--- config.mk ---
export PLATFORM = sky130hd
export DESIGN_NAME = btn_debounce
export DESIGN_NICKNAME = d
export VERILOG_FILES = /design/src/rtl/btn_pkg.sv /design/src/rtl/btn_debounce_ch.sv /design/src/rtl/btn_debounce.sv
export SDC_FILE = /design/constraint.sdc
export NUM_CORES = 1
export LEC_CHECK = 0
export CAP_MARGIN = 20
export CORE_ASPECT_RATIO = 0.5
export CORE_MARGIN = 2
export CORE_UTILIZATION = 60
export CTS_CLUSTER_DIAMETER = 150
export DETAILED_ROUTE_END_ITERATION = 8
export MAX_ROUTING_LAYER = met4
export PLACE_DENSITY_LB_ADDON = 0.05
export SETUP_SLACK_MARGIN = 0.2
export SLEW_MARGIN = 0
export SYNTH_ARGS = -nofsm -noshare
export SYNTH_HDL_FRONTEND = slang
export SYNTH_HIERARCHICAL = 1
export SYNTH_SLANG_ARGS = --single-unit
export TNS_END_PERCENT = 1
--- constraint.sdc ---
create_clock -name clk -period 2.4 [get_ports clk]
set_clock_uncertainty 0.05 [all_clocks]
set_input_delay 0.6 -clock clk [delete_from_list [all_inputs] [get_ports clk]]
set_output_delay 0.6 -clock clk [all_outputs]
set_load 0.03 [all_outputs]
--- src/rtl/btn_pkg.sv ---
// Shared types and helpers for the push-button conditioner.
//   btn_state_t   per-channel debounce state (2-bit)
//   ms_to_cycles  converts a millisecond interval to clock cycles at a given clock rate
package btn_pkg;

    typedef enum logic [1:0] {
        IDLE       = 2'd0,
        PRESS_WAIT = 2'd1,
        HELD       = 2'd2,
        REL_WAIT   = 2'd3
    } btn_state_t;

    // Divide first so large clock rates do not overflow 32 bits.
    function automatic int unsigned ms_to_cycles(input int unsigned clk_hz,
                                                 input int unsigned ms);
        return (clk_hz / 1000) * ms;
    endfunction

endpackage

--- src/rtl/btn_debounce_ch.sv ---
// One button channel: two-flop synchroniser, debounce FSM and window counter.
// Optional long-press counter when BTN_LONG_PRESS_EN is defined.
// Ports:
//   clk         system clock
//   rst         synchronous, active-high reset
//   btn_n       raw pin, active-low, asynchronous to clk
//   level       debounced state, 1 = pressed
//   press       1-cycle pulse on accepted press
//   rel         1-cycle pulse on accepted release
//   long_press  1-cycle pulse LONG_CYC cycles after press (BTN_LONG_PRESS_EN only)
module btn_debounce_ch
    import btn_pkg::*;
#(
    parameter int unsigned D        = 4
`ifdef BTN_LONG_PRESS_EN
    ,
    parameter int unsigned LONG_CYC = 10
`endif
) (
    input  logic clk,
    input  logic rst,
    input  logic btn_n,
    output logic level,
    output logic press,
    output logic rel
`ifdef BTN_LONG_PRESS_EN
    ,
    output logic long_press
`endif
);

    localparam int unsigned CW = $clog2(D + 1);

    logic       s0_q, s1_q;
    btn_state_t state_q, state_d;
    logic [CW-1:0] cnt_q, cnt_d;
    logic       press_q, press_d;
    logic       rel_q, rel_d;

    always_ff @(posedge clk) begin
        if (rst) begin
            // Released is the idle level of an active-low pin.
            s0_q    <= 1'b1;
            s1_q    <= 1'b1;
            state_q <= IDLE;
            cnt_q   <= '0;
            press_q <= 1'b0;
            rel_q   <= 1'b0;
        end else begin
            s0_q    <= btn_n;
            s1_q    <= s0_q;
            state_q <= state_d;
            cnt_q   <= cnt_d;
            press_q <= press_d;
            rel_q   <= rel_d;
        end
    end

    // A bounce back to the settled level always wins over the window
    // completing, so a transition needs D consecutive opposite samples.
    always_comb begin
        state_d = state_q;
        cnt_d   = cnt_q;
        press_d = 1'b0;
        rel_d   = 1'b0;
        unique case (state_q)
            IDLE: begin
                if (!s1_q) begin
                    state_d = PRESS_WAIT;
                    cnt_d   = CW'(1);
                end
            end
            PRESS_WAIT: begin
                if (s1_q) begin
                    state_d = IDLE;
                    cnt_d   = '0;
                end else if (cnt_q == CW'(D - 1)) begin
                    state_d = HELD;
                    cnt_d   = '0;
                    press_d = 1'b1;
                end else begin
                    cnt_d = cnt_q + 1'b1;
                end
            end
            HELD: begin
                if (s1_q) begin
                    state_d = REL_WAIT;
                    cnt_d   = CW'(1);
                end
            end
            REL_WAIT: begin
                if (!s1_q) begin
                    state_d = HELD;
                    cnt_d   = '0;
                end else if (cnt_q == CW'(D - 1)) begin
                    state_d = IDLE;
                    cnt_d   = '0;
                    rel_d   = 1'b1;
                end else begin
                    cnt_d = cnt_q + 1'b1;
                end
            end
            default: begin
                state_d = IDLE;
                cnt_d   = '0;
            end
        endcase
    end

    assign level = (state_q == HELD) || (state_q == REL_WAIT);
    assign press = press_q;
    assign rel   = rel_q;

`ifdef BTN_LONG_PRESS_EN
    localparam int unsigned LW = $clog2(LONG_CYC + 1);

    logic [LW-1:0] lcnt_q, lcnt_d;
    logic          long_q, long_d;
    logic          level_d;

    assign level_d = (state_d == HELD) || (state_d == REL_WAIT);

    // Counts only while the button stays down; a REL_WAIT->HELD bounce keeps
    // the count, and saturation guarantees a single pulse per hold.
    always_comb begin
        lcnt_d = lcnt_q;
        long_d = 1'b0;
        if (state_q == PRESS_WAIT && state_d == HELD) begin
            lcnt_d = '0;
        end else if (level && level_d && lcnt_q != LW'(LONG_CYC)) begin
            lcnt_d = lcnt_q + 1'b1;
            long_d = (lcnt_q == LW'(LONG_CYC - 1));
        end
    end

    always_ff @(posedge clk) begin
        if (rst) begin
            lcnt_q <= '0;
            long_q <= 1'b0;
        end else begin
            lcnt_q <= lcnt_d;
            long_q <= long_d;
        end
    end

    assign long_press = long_q;
`endif

endmodule

--- src/rtl/btn_debounce.sv ---
// Input-side conditioner for the active-low board push-buttons. Every button
// pin is synchronised and debounced independently; downstream logic uses only
// these outputs. Define BTN_LONG_PRESS_EN to add the btn_long output.
// Ports:
//   clk          system clock
//   rst          synchronous, active-high reset
//   btn_n        raw pins, active-low (0 = pressed), asynchronous to clk
//   btn_level    debounced state, 1 = pressed
//   btn_press    1-cycle pulse on accepted press
//   btn_release  1-cycle pulse on accepted release
//   btn_long     1-cycle long-press pulse (BTN_LONG_PRESS_EN only)
module btn_debounce
    import btn_pkg::*;
#(
    parameter int unsigned CLK_HZ      = 27_000_000,
    parameter int unsigned DEBOUNCE_MS = 20,
    parameter int unsigned N_BTN       = 2,
    parameter int unsigned LONG_MS     = 1000
) (
    input  logic             clk,
    input  logic             rst,
    input  logic [N_BTN-1:0] btn_n,
    output logic [N_BTN-1:0] btn_level,
    output logic [N_BTN-1:0] btn_press,
    output logic [N_BTN-1:0] btn_release
`ifdef BTN_LONG_PRESS_EN
    ,
    output logic [N_BTN-1:0] btn_long
`endif
);

    localparam int unsigned D        = ms_to_cycles(CLK_HZ, DEBOUNCE_MS);
    localparam int unsigned LONG_CYC = ms_to_cycles(CLK_HZ, LONG_MS);

    // A one-cycle window would make the counter compare against zero.
    if (D < 2) begin : g_bad_debounce
        $error("btn_debounce: debounce window must be at least 2 cycles");
    end

    // Validated in every build so enabling the long-press option never turns
    // a legal parameter set into an illegal one.
    if (LONG_CYC < 1) begin : g_bad_long
        $error("btn_debounce: long-press time must be at least 1 cycle");
    end

    for (genvar i = 0; i < N_BTN; i++) begin : g_ch
`ifdef BTN_LONG_PRESS_EN
        btn_debounce_ch #(
            .D        (D),
            .LONG_CYC (LONG_CYC)
        ) u_ch (
            .clk        (clk),
            .rst        (rst),
            .btn_n      (btn_n[i]),
            .level      (btn_level[i]),
            .press      (btn_press[i]),
            .rel        (btn_release[i]),
            .long_press (btn_long[i])
        );
`else
        btn_debounce_ch #(
            .D (D)
        ) u_ch (
            .clk   (clk),
            .rst   (rst),
            .btn_n (btn_n[i]),
            .level (btn_level[i]),
            .press (btn_press[i]),
            .rel   (btn_release[i])
        );
`endif
    end

endmodule

Yosys cells after proc, flatten, opt, wreduce, memory -nomap -nowiden
Cells that the tools add are included.
{"block": "classes", "div": 0, "n_lt_le_gt_ge": 0, "n_mux": 28, "n_mul": 0, "n_reduce_logical": 12, "eq_ne": 16, "n_bitwise": 6, "shifts": 0, "addsub": 2}
{"cell": "two-way mux 20 bit", "n": 10}
{"cell": "case mux 20 bit (4 select lines)", "n": 2}
{"cell": "adder 20 x 1 -> 20 bit, second input constant", "n": 2}
{"cell": "== test 20 bit, second input constant", "n": 2}
{"cell": "two-way mux 2 bit", "n": 12}
{"cell": "case mux 2 bit (4 select lines)", "n": 2}
{"cell": "OR reduction 3 bit", "n": 4}
{"cell": "== test 2 bit, second input constant", "n": 4}
{"cell": "AND reduction 4 bit", "n": 2}
{"cell": "!= test 3 x 1 -> 1 bit, second input constant", "n": 2}
{"cell": "!= test 3 bit, second input constant", "n": 2}
{"cell": "NOT 1 bit", "n": 6}
{"cell": "== test 2 x 1 -> 1 bit, second input constant", "n": 2}
{"cell": "zero test 2 bit", "n": 2}
{"cell": "!= test 2 x 1 -> 1 bit, second input constant", "n": 2}
{"cell": "!= test 2 bit, second input constant", "n": 2}
{"cell": "AND reduction 2 bit", "n": 2}
{"cell": "logical OR 1 bit", "n": 2}
{"cell": "two-way mux 1 bit", "n": 2}
{"block": "word_totals", "latch_bits": 0, "ram_bits": 0, "mem_count": 0, "in_bits": 4, "rom_bits": 0, "output_inout_bits": 6, "regBits": 52}

Longest topological paths before layout
{"block": "logic_depth", "ltp_word": 4, "mapped_depth": 7, "ltp_nobuf": 6}

Modules after synthesis
The synthesis kept the hierarchy.
{"mod": "btn_debounce_ch (g_ch[0].u_ch)", "cells_each": 165, "area_each_um2": 1378.8, "n_inst": 1}
{"mod": "btn_debounce_ch (g_ch[1].u_ch)", "cells_each": 159, "area_each_um2": 1312.5, "n_inst": 1}

Worst setup path after synthesis
Ideal clock, no wire load.
{"block": "synth_timing", "path_kind": "flip-flop to flip-flop", "from": "register g_ch[0].u_ch.cnt_q[1]", "to": "register g_ch[0].u_ch.cnt_q[18]", "arrival_time_ps": 1731, "t_required_ps": 2288, "setup_ps": 62, "path_stages_with_launch": 7, "path_buffers": 0, "slack_ps": 557, "path_cell_list": "dfxtp_1 > ha_1 > nand4_4 > nor4_2 > nand2_1 > or4_1 > nand3_1"}
{"block": "synth_between", "elab_chain_len": 4}
{"element": "start: declaration", "line": "btn_debounce_ch.sv:36", "text": "logic [CW-1:0] cnt_q, cnt_d;"}
{"element": "start signal: assignment", "line": "btn_debounce_ch.sv:53", "text": "cnt_q <= cnt_d;"}
{"element": "adder 20 x 1 -> 20 bit or == test 20 bit (tied branches)"}
{"element": "two-way mux 20 bit (*)", "line": "btn_debounce_ch.sv:77, btn_debounce_ch.sv:95"}
{"element": "two-way mux 20 bit (on tied branches)", "line": "btn_debounce_ch.sv:92, btn_debounce_ch.sv:74"}
{"element": "case mux 20 bit (4 select lines) (*)", "line": "btn_debounce_ch.sv:66", "text": "unique case (state_q)"}
Every way passes the cells marked *; elsewhere a longest branch is shown, timed or not.
A chain may end at the register's enable or synchronous reset.

Worst setup path in the final report
{"block": "layout_timing", "from": "register g_ch[0].u_ch.cnt_q[16]", "to": "register g_ch[0].u_ch.cnt_q[17]"}
Same word-level chain as after synthesis.

==> summary.log <==
INFO  clock_tree     holdBufCountCts=0
INFO  clock_tree     master_cell_of_the_clock_root_buffer=sky130_fd_sc_hd__clkbuf_8
INFO  floorplan      die_w=98.7µm
INFO  layout         num-fill-cells=345
INFO  timing         crit_path_setup_slack_layout=0.253ns
INFO  route          detail_route.iter0.violations=91
INFO  global_routing first_pass_grt_wire_length=10000µm
INFO  floorplan      floorplan.rows=17
INFO  timing         totalNegativeSetupSlack=0ns
INFO  yosys          synth.yosys.warnings=6
INFO  timing         rsz0062_at_grt=no
INFO  place          place_worst_setup_slack=0.215ns
INFO  clock_tree     clock_latency_on_the_worst_skew_pair=0.31ns
INFO  layout         final_layout_size_suffix_gt1_share=11.1%
INFO  global_routing grt_util_met1=31.6%
INFO  global_routing grt_pass1_vias=2253
INFO  place          dp.final_hpwl=4150µm
INFO  route          vias_per_cell=6.33
INFO  timing         report.final.hold_viol_count=0
INFO  layout         utilization=68.6%
INFO  floorplan      initial_utilization=61.7%
INFO  place          numPlacedInstances=382
INFO  route          detailroute.via_count=2467
INFO  yosys          async_flop_share=0%
INFO  yosys          post_synth_net_total=330
INFO  route          drc_errors=0
INFO  floorplan      io_pins=10
INFO  run_status     status=complete, no violations
INFO  yosys          synth_enable_flop_cells=0
INFO  global_routing antenna_found_initial=0
INFO  layout         areaGrowthSynthToFinish=11.1%
INFO  floorplan      core_region_area=0.00436mm²
INFO  timing         worst_slew_margin_rel=58.1%
INFO  yosys          post_synth_num_cell_types=56
INFO  route          postRouteWirelength=5870µm
INFO  clock_tree     clock_sinks=52
INFO  yosys          ys_top_cells_by_area=sky130_fd_sc_hd__dfxtp_1 (39%), sky130_fd_sc_hd__nand3_1 (6.5%), sky130_fd_sc_hd__nand2_1 (5.2%), sky130_fd_sc_hd__a31oi_1 (4.9%), sky130_fd_sc_hd__a21oi_1 (3.0%)
INFO  setup_path     endpoint_kind=flip-flop
INFO  yosys          postSynth.topFlopCell=sky130_fd_sc_hd__dfxtp_1
INFO  floorplan      die_area=0.00507mm²
INFO  worst_hold_path min_path_type=flip-flop to flip-flop
INFO  pwr            ir_worst_vdd=0.000254V
INFO  clock_tree     worst_setup_hold_path_clk_slew=0.09ns
INFO  job            cap_viol_max_count=0
INFO  pwr            static_leakage_power=0.976nW
INFO  global_routing grt.met2_usage=41.6%
INFO  global_routing gr-total-overflow=0
INFO  setup_path     required=2.54ns
INFO  timing         fin_crit=2.15ns
INFO  setup_path     critPathArrivalTime=2.29ns
INFO  setup_path     criticalPathCategory=flip-flop to flip-flop
INFO  yosys          yosys.area.top_type=sky130_fd_sc_hd__dfxtp_1
INFO  clock_tree     cts_buffers=5
INFO  yosys          syn-cell-area=0.00269mm²
INFO  setup_path     largest_fanout_on_the_critical_path=19
INFO  layout         layout.cells.most_common_list=sky130_fd_sc_hd__dfxtp_1 (52), sky130_fd_sc_hd__nand2_1 (37), sky130_fd_sc_hd__nand3_1 (35)
INFO  pwr            power.total=1.66mW
INFO  global_routing grt_max_degree=40
INFO  yosys          avgSynthCellArea=8.31µm²
INFO  pwr            power.density=554mW/mm²
INFO  yosys          synth.ff_latch_count=52
INFO  timing         achievable-frequency=466MHz
INFO  layout         finalNonFillerCells=390
INFO  yosys          seq_area_frac_synth=38.7%
INFO  layout         final_area=0.00299mm²
INFO  timing         whs=0.369ns
INFO  timing         timing_worst_slew_pin_value=0.629ns
INFO  timing         finalSetupViolCount=0
INFO  clock_tree     tritoncts=built
INFO  route          final_antenna_net_count=0
INFO  floorplan      fp.dieH=51.4µm
INFO  layout         regArea=0.00104mm²
INFO  layout         antennaDiodeCount=0
INFO  global_routing groute.usage.overall=25.3%
INFO  setup_path     timing.critical_path.from_type=flip-flop
INFO  place          place_area=0.00285mm²
INFO  route          wl_per_cell=15.0µm
INFO  clock_tree     cts_max_level=2
INFO  clock_tree     clock_path_buffers=2
INFO  yosys          synthCells=324
INFO  timing         min_period_over_period=89.5%
INFO  timing         slew_violations=0
INFO  layout         final_net_count=339
INFO  layout         mostFrequentLayoutCell=sky130_fd_sc_hd__dfxtp_1
INFO  place          place.gp.congestion=0.840
INFO  global_routing grt_busiest_layer=met2
INFO  place          placement.io_buffers=9
INFO  yosys          synthDominantCellAreaShare=38.7%
INFO  route          detail_route.first_pass.iterations=4
INFO  global_routing grt_use_met3=4.79%
INFO  layout         multi_input_comb_area=0.00155mm²
-- synth_stat cells (4+ instances only) --
cell,number
sky130_fd_sc_hd__dfxtp_1,52
sky130_fd_sc_hd__nand2_1,37
sky130_fd_sc_hd__nand3_1,35
sky130_fd_sc_hd__a31oi_1,21
sky130_fd_sc_hd__nor2_1,20
sky130_fd_sc_hd__a21oi_1,16
sky130_fd_sc_hd__nor3_1,12
sky130_fd_sc_hd__clkbuf_1,10
sky130_fd_sc_hd__nand4_1,10
sky130_fd_sc_hd__o21ai_0,10
sky130_fd_sc_hd__or3_1,8
sky130_fd_sc_hd__inv_1,7
sky130_fd_sc_hd__and3_1,5
sky130_fd_sc_hd__nand2b_1,4
sky130_fd_sc_hd__or2_2,4
sky130_fd_sc_hd__xor2_1,4
-- worst paths after layout --
check	cells after the start	end	slack, ns	start
max	6	g_ch[0].u_ch/cnt_q[17]$_SDFFE_PP0P_	0.25	g_ch[0].u_ch/cnt_q[16]$_SDFFE_PP0P_
min	1	g_ch[1].u_ch/s1_q$_SDFF_PP1_	0.37	g_ch[1].u_ch/s0_q$_SDFF_PP1_
min reg2reg	1	g_ch[1].u_ch/s1_q$_SDFF_PP1_	0.37	g_ch[1].u_ch/s0_q$_SDFF_PP1_
max reg2reg	6	g_ch[0].u_ch/cnt_q[17]$_SDFFE_PP0P_	0.25	g_ch[0].u_ch/cnt_q[16]$_SDFFE_PP0P_
-- layer usage --
layer / wire [µm] / vias up / part of all wire, %
li1: - / 1229 / -
met1: 2740 / 1167 / 47
met2: 2800 / 59 / 48
met3: 256 / 12 / 4.4
met4: 79 / 0 / 1.3
met5: 0 / - / 0
-- what timing repair did --
action	4_1_cts	5_1_grt
resized for setup	0	1
setup buffers	0	1
endpoints found under the setup margin	0	3
-- power breakdown --
group | switching (mW) | total (mW) | internal, mW
Sequential | 0.0141 | 0.887 | 0.873
Combinational | 0.0423 | 0.0719 | 0.0296
Clock | 0.286 | 0.697 | 0.410
-- area by class of cell --
class                   count  share of cell area [%]
well taps                  57                    2.38
inverters                   7                   0.879
multi-input cells         250                    51.8
repair buffers             17                    5.86
flip-flops and latches     52                    34.8
clock inverters             2                    2.01
clock buffers               5                    2.30
-- cell families after synthesis --
group	count (synthesis)	share of synthesized area (%)
AOI/OAI and AO/OA	69	17.1
xor gates and xnor gates	8	3.16
adders and majority gates	2	0.930
buffers and inverters	22	3.95
DFF	52	38.7
muxes	3	1.12
and+or+nand+nor	168	35.1
-- critical path, cell delays in order (launching register included) --
cell and delay, ns:
sky130_fd_sc_hd__dfxtp_1 0.38, sky130_fd_sc_hd__or4_4 0.57, sky130_fd_sc_hd__nor4_4 0.45, sky130_fd_sc_hd__a211oi_4 0.13
sky130_fd_sc_hd__buf_12 0.18, sky130_fd_sc_hd__a41oi_1 0.20, sky130_fd_sc_hd__a31oi_1 0.06
-- flip-flops by register name, summed over array words and instances (netlist names), named ones only --
name / flops
g_ch.u_ch/rel: 2
g_ch.u_ch/press: 2
g_ch.u_ch/cnt_q: 40
g_ch.u_ch/s1_q: 2
g_ch.u_ch/state_q: 2
g_ch.u_ch/s0_q: 2
Power figures use the tool's default switching activity.
